## src/rtl/read_add_vec_if.sv

```systemverilog
// rtl/read_add_vec_if.sv - RAM port-0 set shared by the read-add engine and the RAM
interface read_add_vec_if #(
    parameter int DATA_WIDTH = 32,
    parameter int ADDR_WIDTH = 32
) ();
    logic [ADDR_WIDTH-1:0] raddr_0;
    logic [DATA_WIDTH-1:0] rdata_0;
    logic [ADDR_WIDTH-1:0] waddr_0;
    logic                  wen_0;
    logic [DATA_WIDTH-1:0] wdata_0;

    modport master (
        output raddr_0,
        input  rdata_0,
        output waddr_0,
        output wen_0,
        output wdata_0
    );

    modport slave (
        input  raddr_0,
        output rdata_0,
        input  waddr_0,
        input  wen_0,
        input  wdata_0
    );
endinterface

```

## src/rtl/read_add_vec.sv

```systemverilog
// rtl/read_add_vec.sv - vector read-add-write engine; READ_ADD_SAT_EN selects saturating add
module read_add_vec #(
    parameter int DATA_WIDTH = 32,
    parameter int ADDR_WIDTH = 32,
    parameter int CNT_WIDTH  = 8,
    parameter int ADD_LO     = 2,
    parameter int ADD_HI     = 3
) (
    input  logic                  clk,
    input  logic                  rst,
    input  logic                  start,
    output logic                  ready,
    output logic                  done,
    input  logic [ADDR_WIDTH-1:0] src_addr,
    input  logic [ADDR_WIDTH-1:0] dst_addr,
    input  logic [CNT_WIDTH-1:0]  count,
    input  logic [1:0]            mode,
    read_add_vec_if.master        ram
`ifdef READ_ADD_SAT_EN
    ,
    output logic                  sat_hit
`endif
);

    typedef enum logic [1:0] {IDLE, RD, WR} state_t;

    state_t                state;
    state_t                state_next;
    logic [ADDR_WIDTH-1:0] src_q;
    logic [ADDR_WIDTH-1:0] dst_q;
    logic [ADDR_WIDTH-1:0] raddr_q;
    logic [CNT_WIDTH-1:0]  cnt_q;
    logic [CNT_WIDTH-1:0]  idx;
    logic [CNT_WIDTH:0]    idx_inc;
    logic [1:0]            mode_q;
    logic                  done_q;
    logic                  last;
    logic [DATA_WIDTH-1:0] addend;
    logic [DATA_WIDTH-1:0] sum;

    assign idx_inc = {1'b0, idx} + {{CNT_WIDTH{1'b0}}, 1'b1};
    assign last    = (idx_inc == {1'b0, cnt_q});

    always_comb begin
        addend = DATA_WIDTH'(ADD_LO);
        case (mode_q)
            2'd1:    addend = DATA_WIDTH'(ADD_HI);
            2'd2:    addend = ram.rdata_0[0] ? DATA_WIDTH'(ADD_HI) : DATA_WIDTH'(ADD_LO);
            default: addend = DATA_WIDTH'(ADD_LO);
        endcase
    end

`ifdef READ_ADD_SAT_EN
    logic [DATA_WIDTH:0] wide_sum;
    logic                clip;
    logic                sat_q;

    assign wide_sum = {1'b0, ram.rdata_0} + {1'b0, addend};
    assign clip     = wide_sum[DATA_WIDTH];
    assign sum      = clip ? {DATA_WIDTH{1'b1}} : wide_sum[DATA_WIDTH-1:0];
    assign sat_hit  = sat_q;

    always_ff @(posedge clk or posedge rst) begin
        if (rst) begin
            sat_q <= 1'b0;
        end else if (state == IDLE && start) begin
            sat_q <= 1'b0;
        end else if (state == WR && clip) begin
            sat_q <= 1'b1;
        end
    end
`else
    assign sum = ram.rdata_0 + addend;
`endif

    always_ff @(posedge clk or posedge rst) begin
        if (rst) begin
            state <= IDLE;
        end else begin
            state <= state_next;
        end
    end

    always_comb begin
        state_next  = state;
        ready       = (state == IDLE);
        done        = done_q;
        ram.raddr_0 = raddr_q;
        ram.wen_0   = 1'b0;
        ram.waddr_0 = '0;
        ram.wdata_0 = '0;
        case (state)
            IDLE: begin
                if (start && count != '0) begin
                    state_next = RD;
                end
            end
            RD: begin
                state_next = WR;
            end
            WR: begin
                ram.wen_0   = 1'b1;
                ram.waddr_0 = dst_q + ADDR_WIDTH'(idx);
                ram.wdata_0 = sum;
                state_next  = last ? IDLE : RD;
            end
            default: state_next = IDLE;
        endcase
    end

    // raddr is registered so it keeps its last value once the engine goes idle
    always_ff @(posedge clk or posedge rst) begin
        if (rst) begin
            src_q   <= '0;
            dst_q   <= '0;
            raddr_q <= '0;
            cnt_q   <= '0;
            idx     <= '0;
            mode_q  <= '0;
            done_q  <= 1'b0;
        end else begin
            case (state)
                IDLE: begin
                    if (start) begin
                        src_q  <= src_addr;
                        dst_q  <= dst_addr;
                        cnt_q  <= count;
                        mode_q <= mode;
                        idx    <= '0;
                        done_q <= (count == '0);
                        if (count != '0) begin
                            raddr_q <= src_addr;
                        end
                    end
                end
                WR: begin
                    idx <= idx_inc[CNT_WIDTH-1:0];
                    if (last) begin
                        done_q <= 1'b1;
                    end else begin
                        raddr_q <= src_q + ADDR_WIDTH'(idx_inc[CNT_WIDTH-1:0]);
                    end
                end
                default: ;
            endcase
        end
    end

endmodule

```

## src/flat_wrapper.sv

```systemverilog
// flat-port wrapper written by rule: the top's interface ports become plain ports
module read_add_vec_flat 
#(
    parameter int DATA_WIDTH = 32,
    parameter int ADDR_WIDTH = 32,
    parameter int CNT_WIDTH  = 8,
    parameter int ADD_LO     = 2,
    parameter int ADD_HI     = 3
)
  (clk, rst, start, ready, done, src_addr, dst_addr, count, mode, ram_raddr_0, ram_rdata_0, ram_waddr_0, ram_wen_0, ram_wdata_0);
  read_add_vec_if #(.DATA_WIDTH(DATA_WIDTH), .ADDR_WIDTH(ADDR_WIDTH)) ram_i ();
  input  logic clk;
  input  logic rst;
  input  logic start;
  output logic ready;
  output logic done;
  input  logic [ADDR_WIDTH-1:0] src_addr;
  input  logic [ADDR_WIDTH-1:0] dst_addr;
  input  logic [CNT_WIDTH-1:0] count;
  input  logic [1:0] mode;
  output wire logic [$bits(ram_i.raddr_0)-1:0] ram_raddr_0;
  input wire logic [$bits(ram_i.rdata_0)-1:0] ram_rdata_0;
  output wire logic [$bits(ram_i.waddr_0)-1:0] ram_waddr_0;
  output wire logic [$bits(ram_i.wen_0)-1:0] ram_wen_0;
  output wire logic [$bits(ram_i.wdata_0)-1:0] ram_wdata_0;
  assign ram_raddr_0 = ram_i.raddr_0;
  assign ram_i.rdata_0 = ram_rdata_0;
  assign ram_waddr_0 = ram_i.waddr_0;
  assign ram_wen_0 = ram_i.wen_0;
  assign ram_wdata_0 = ram_i.wdata_0;
  read_add_vec #(.DATA_WIDTH(DATA_WIDTH), .ADDR_WIDTH(ADDR_WIDTH), .CNT_WIDTH(CNT_WIDTH), .ADD_LO(ADD_LO), .ADD_HI(ADD_HI)) u_core (.clk(clk), .rst(rst), .start(start), .ready(ready), .done(done), .src_addr(src_addr), .dst_addr(dst_addr), .count(count), .mode(mode), .ram(ram_i));
endmodule
```

## config.mk

```make
export PLATFORM = sky130hd
export DESIGN_NAME = read_add_vec_flat
export DESIGN_NICKNAME = d
export VERILOG_FILES = /design/src/rtl/read_add_vec_if.sv /design/src/rtl/read_add_vec.sv /design/src/flat_wrapper.sv
export SDC_FILE = /design/constraint.sdc
export NUM_CORES = 1
export LEC_CHECK = 0
export CAP_MARGIN = 20
export CORE_ASPECT_RATIO = 2
export CORE_MARGIN = 2
export CORE_UTILIZATION = 50
export CTS_CLUSTER_SIZE = 8
export DETAILED_ROUTE_END_ITERATION = 8
export DONT_BUFFER_PORTS = 1
export MAX_ROUTING_LAYER = met4
export RECOVER_POWER = 100
export SLEW_MARGIN = 10
export SYNTH_ARGS = -nofsm -noshare
export SYNTH_HDL_FRONTEND = slang
export SYNTH_SLANG_ARGS = --single-unit
```

## constraint.sdc

```tcl
create_clock -name clk -period 3.9 [get_ports clk]
set_input_delay 0.195 -clock clk [delete_from_list [all_inputs] [get_ports clk]]
set_output_delay 0.195 -clock clk [all_outputs]
set_load 0.02 [all_outputs]
```

==> flow_metrics.py <==
metrics = {
    "layout": {
        "syn2layout_area_growth_pct": 18.2,
        "fin_nets": 1008,
        "layout-drive-gt1-share_pct": 13.8,
        "n_fill_cell": 1309,
        "final_util_pct": 60.4,
        "n_antenna_cell": 0,
    },
    "clock_tree": {
        "clk_pin_slew_ps": 50,
        "cts_tree": "done",
        "clk_path_buf_depth": 2,
        "cts_resized": 0,
        "cts.sinks": 117,
        "numCtsBuffers": 17,
        "htreeDepth": 4,
        "insertion_delay_ps": 410,
        "cts-root-buf": "clkbuf_16",
    },
    "sta": {
        "hold_violations": 0,
        "fin_crit_ps": 3640,
        "rsz0062_at_grt": "false",
        "skew_ps": 9.30,
        "slew_violations": 138,
        "finalCritPeriodShare_pct": 93.2,
        "slew_headroom_pct": -27.2,
        "setup_viol": 0,
        "worst_pin_slew_ps": 1910,
        "fin_tns_setup_ps": 0,
        "fmax_mhz": 275,
    },
    "power_and_ir_drop": {
        "ir_drop_uv": 486,
        "power.leakage_nw": 3.71,
        "p_per_area_nw_per_um2": 746,
    },
    "routing": {
        "vias": 6331,
        "viasPerCell": 5.84,
        "drtIter0Drc": 208,
        "drcViolationCount": 0,
        "firstDrtPassIters": 4,
        "drtAntennaViolNets": 0,
        "drt-wirelength-per-cell_um": 20.5,
        "drt-total-wl_um": 22200,
    },
    "global_route": {
        "antenna_found_initial": 0,
        "grt_pass1_wl_um": 35600,
        "grt_pass1_vias": 6653,
        "grt_usage_pct": 28.1,
        "grt_max_degree": 99,
        "overflow": 0,
    },
    "floorplanning": {
        "die_h_um": 181,
        "io_pins": 208,
        "core_sq_um": 15300,
        "initial_core_util_pct": 51.1,
        "rows": 64,
        "dieArea_sq_um": 16700,
        "die-width_um": 92.4,
    },
    "yosys": {
        "synth_top_flop_cell": "dfrtp_1",
        "synthDistinctLibCells": 65,
        "avgSynthCellArea_sq_um": 9.71,
        "yosysSeqAreaShare_pct": 37.4,
        "async_flop_share_pct": 100,
        "yosysWarnings": 0,
        "synthCells": 805,
        "synth_nets": 937,
        "netlist_area_sq_um": 7820,
        "ys_ff_latch": 117,
        "synth-edff-count": 0,
    },
    "placed_design": {
        "io_buffers": 0,
        "dp.final_hpwl_um": 16200,
        "gp_congestion": 0.890,
    },
    "worst_setup_path": {
        "critical_path_class": "flip-flop to output pin",
        "cp_common_cell": "ha_1",
        "critPathCaptureType": "output pin",
        "slowest_delay_ps": 690,
        "cpMaxStageDelayCell": "nor4_2",
        "crit_chain": "inv_1 -> ha_1 -> nor2_1 -> ha_1 -> inv_1 -> ha_1 -> nand4b_1 -> nor4_2 -> nand4_1 -> xor2_1 -> nor2_1",
        "worstPathRequired_ps": 3700,
        "worstPathArrival_ps": 3440,
        "cp_max_fo": 6,
        "worstSetupStartpointType": "flip-flop",
    },
    "status": {
        "status": "finished, violations left",
        "violations": "capacitance limit, slew limit",
    },
    "worst_hold_path": {
        "hold_class": "input pin to flip-flop",
    },
    "job": {
        "cap_violations": 2,
    },
}
[critical path, delay by kind of cell (launching register included)]
family	cells	cell delay, ps
xor gates and xnor gates	1	190
adders and majority gates	3	700
buffers and inverters	2	110
DFF	1	350
and+or+nand+nor	5	1680
[path summary, 6_finish.rpt]
check / start / to / slack (ps) / cells past startpoint
setup / recovery: u_core.mode_q[0] / ram_wdata_0[26] / 260 / 11
hold / removal: src_addr[23] / u_core.ram.raddr_0[23] / 20 / 2
max in group asynchronous: rst / u_core.dst_q[10] / 1540 / 3
min in group asynchronous: rst / u_core.cnt_q[5] / 640 / 2
hold reg to reg: u_core.cnt_q[2] / u_core.cnt_q[2] / 510 / 1
setup reg to reg: u_core.idx[0] / u_core.ram.raddr_0[31] / 280 / 11
[metrics by stage]
stage / power (mW) / cell area [sq um] / setup WS (ps) / hold WS, ps / instances
global route: 7.31 / 9240 / 34.6 / 30.2 / 1084
detailed placement: 5.35 / 7970 / 382 / 117 / 978
global placement: 5.29 / 7970 / 450 / 113 / 978
CTS: 7.08 / 9340 / 361 / 2.04 / 1083
finish: 6.89 / 9240 / 264 / 16.7 / 1084
floorplan: 4.64 / 7820 / 604 / 312 / 805
[layout by cell type (no fill, tap or decap), types with 6 or more instances in the layout]
cell	synthesis	routed
dfrtp_1	117	117
nor2_1	91	92
dlygate4sd3_1	0	76
mux2_2	66	65
nand2_1	61	61
xor2_1	59	59
o21ai_0	42	42
nand3_1	33	33
xnor2_1	33	33
a21oi_1	31	31
nand4_1	31	31
inv_1	22	22
mux2_1	3	22
ha_1	21	21
clkbuf_16	0	17
and3_1	10	10
mux2_4	27	9
nand2b_1	8	8
and4_1	6	7
a21o_1	6	6
a31oi_1	6	6
and2_1	9	6
o31ai_1	6	6
nor4_1	6	6
clkbuf_8	0	6
clkbuf_1	21	6
buf_4	2	6
[sequential cells by signal (all words and copies together) (netlist names)]
signal	cells
u_core.src_q	32
u_core.cnt_q	8
u_core.idx	8
u_core.mode_q	2
u_core.ram.raddr_0	32
u_core.done	1
u_core.state	2
u_core.dst_q	32
[where the power goes]
part | internal, mW | leakage [nW] | total [mW] | switching, mW
clock | 1.10 | 0.299 | 1.63 | 0.537
combinational | 1.22 | 2.02 | 2.60 | 1.38
sequential | 1.81 | 1.39 | 2.66 | 0.851
total | 4.12 | 3.71 | 6.89 | 2.77
[Yosys cell counts (2+ instances only)]
library cell | instances | share of area [%]
inv_1 | 22 | 1.1
mux2i_1 | 3 | 0.38
o21ai_1 | 2 | 0.13
dfrtp_1 | 117 | 37
nor4_1 | 6 | 0.48
a31o_1 | 2 | 0.22
o2111ai_1 | 3 | 0.34
and4_1 | 6 | 0.67
nor2b_1 | 2 | 0.16
and3_1 | 10 | 0.80
buf_4 | 2 | 0.19
and2_1 | 9 | 0.72
nor3_1 | 5 | 0.32
o31ai_1 | 6 | 0.58
xnor2_1 | 33 | 3.7
o211ai_1 | 5 | 0.48
fa_1 | 2 | 0.51
a2111oi_0 | 2 | 0.22
mux2_1 | 3 | 0.43
nand4b_1 | 3 | 0.34
a31oi_1 | 6 | 0.48
nor2_1 | 91 | 4.4
nand3_1 | 33 | 2.1
clkbuf_1 | 21 | 1.0
a211oi_1 | 5 | 0.48
ha_1 | 21 | 3.4
or4_1 | 5 | 0.48
xor2_1 | 59 | 6.6
o21bai_1 | 3 | 0.29
mux2_2 | 66 | 9.5
nand2_1 | 61 | 2.9
a21oi_1 | 31 | 2.0
or3_1 | 4 | 0.32
buf_6 | 8 | 1.2
buf_1 | 7 | 0.34
nand2b_1 | 8 | 0.64
a21o_1 | 6 | 0.58
nand4_1 | 31 | 2.5
nand3b_1 | 2 | 0.19
mux2_4 | 27 | 5.2
o21a_1 | 2 | 0.19
o21ai_0 | 42 | 2.7
[layer usage]
metal / global-route usage [%] / wire length (um)
met5: - / 0
met4: 10.9 / 670
met3: 4.67 / 942
met2: 52.6 / 12800
met1: 28.3 / 7790
[kinds of logic after synthesis]
logic type	Yosys count	share of synthesized area, %
fa+ha+maj	23	3.87
flops	117	37.4
simple gates	282	17.8
buf+inv	62	3.86
xor+xnor	93	10.6
mux	99	15.5
compound gates	129	10.9
[what timing repair did]
item | in CTS | in global routing
hold endpoints to repair | 111 | 0
setup buffers | 0 | 0
hold buffers | 76 | 0
[layout make-up]
type	instances	area (sq um)	area share, %
clock buffer	26	519	5.62
clock inverter	3	90.1	0.975
inverter	23	87.6	0.948
multi-input combinational	626	4520	48.9
sequential	117	2930	31.7
tap	198	248	2.68
timing repair buffer	91	850	9.20
No activity file was read; power rests on OpenSTA's default activity.
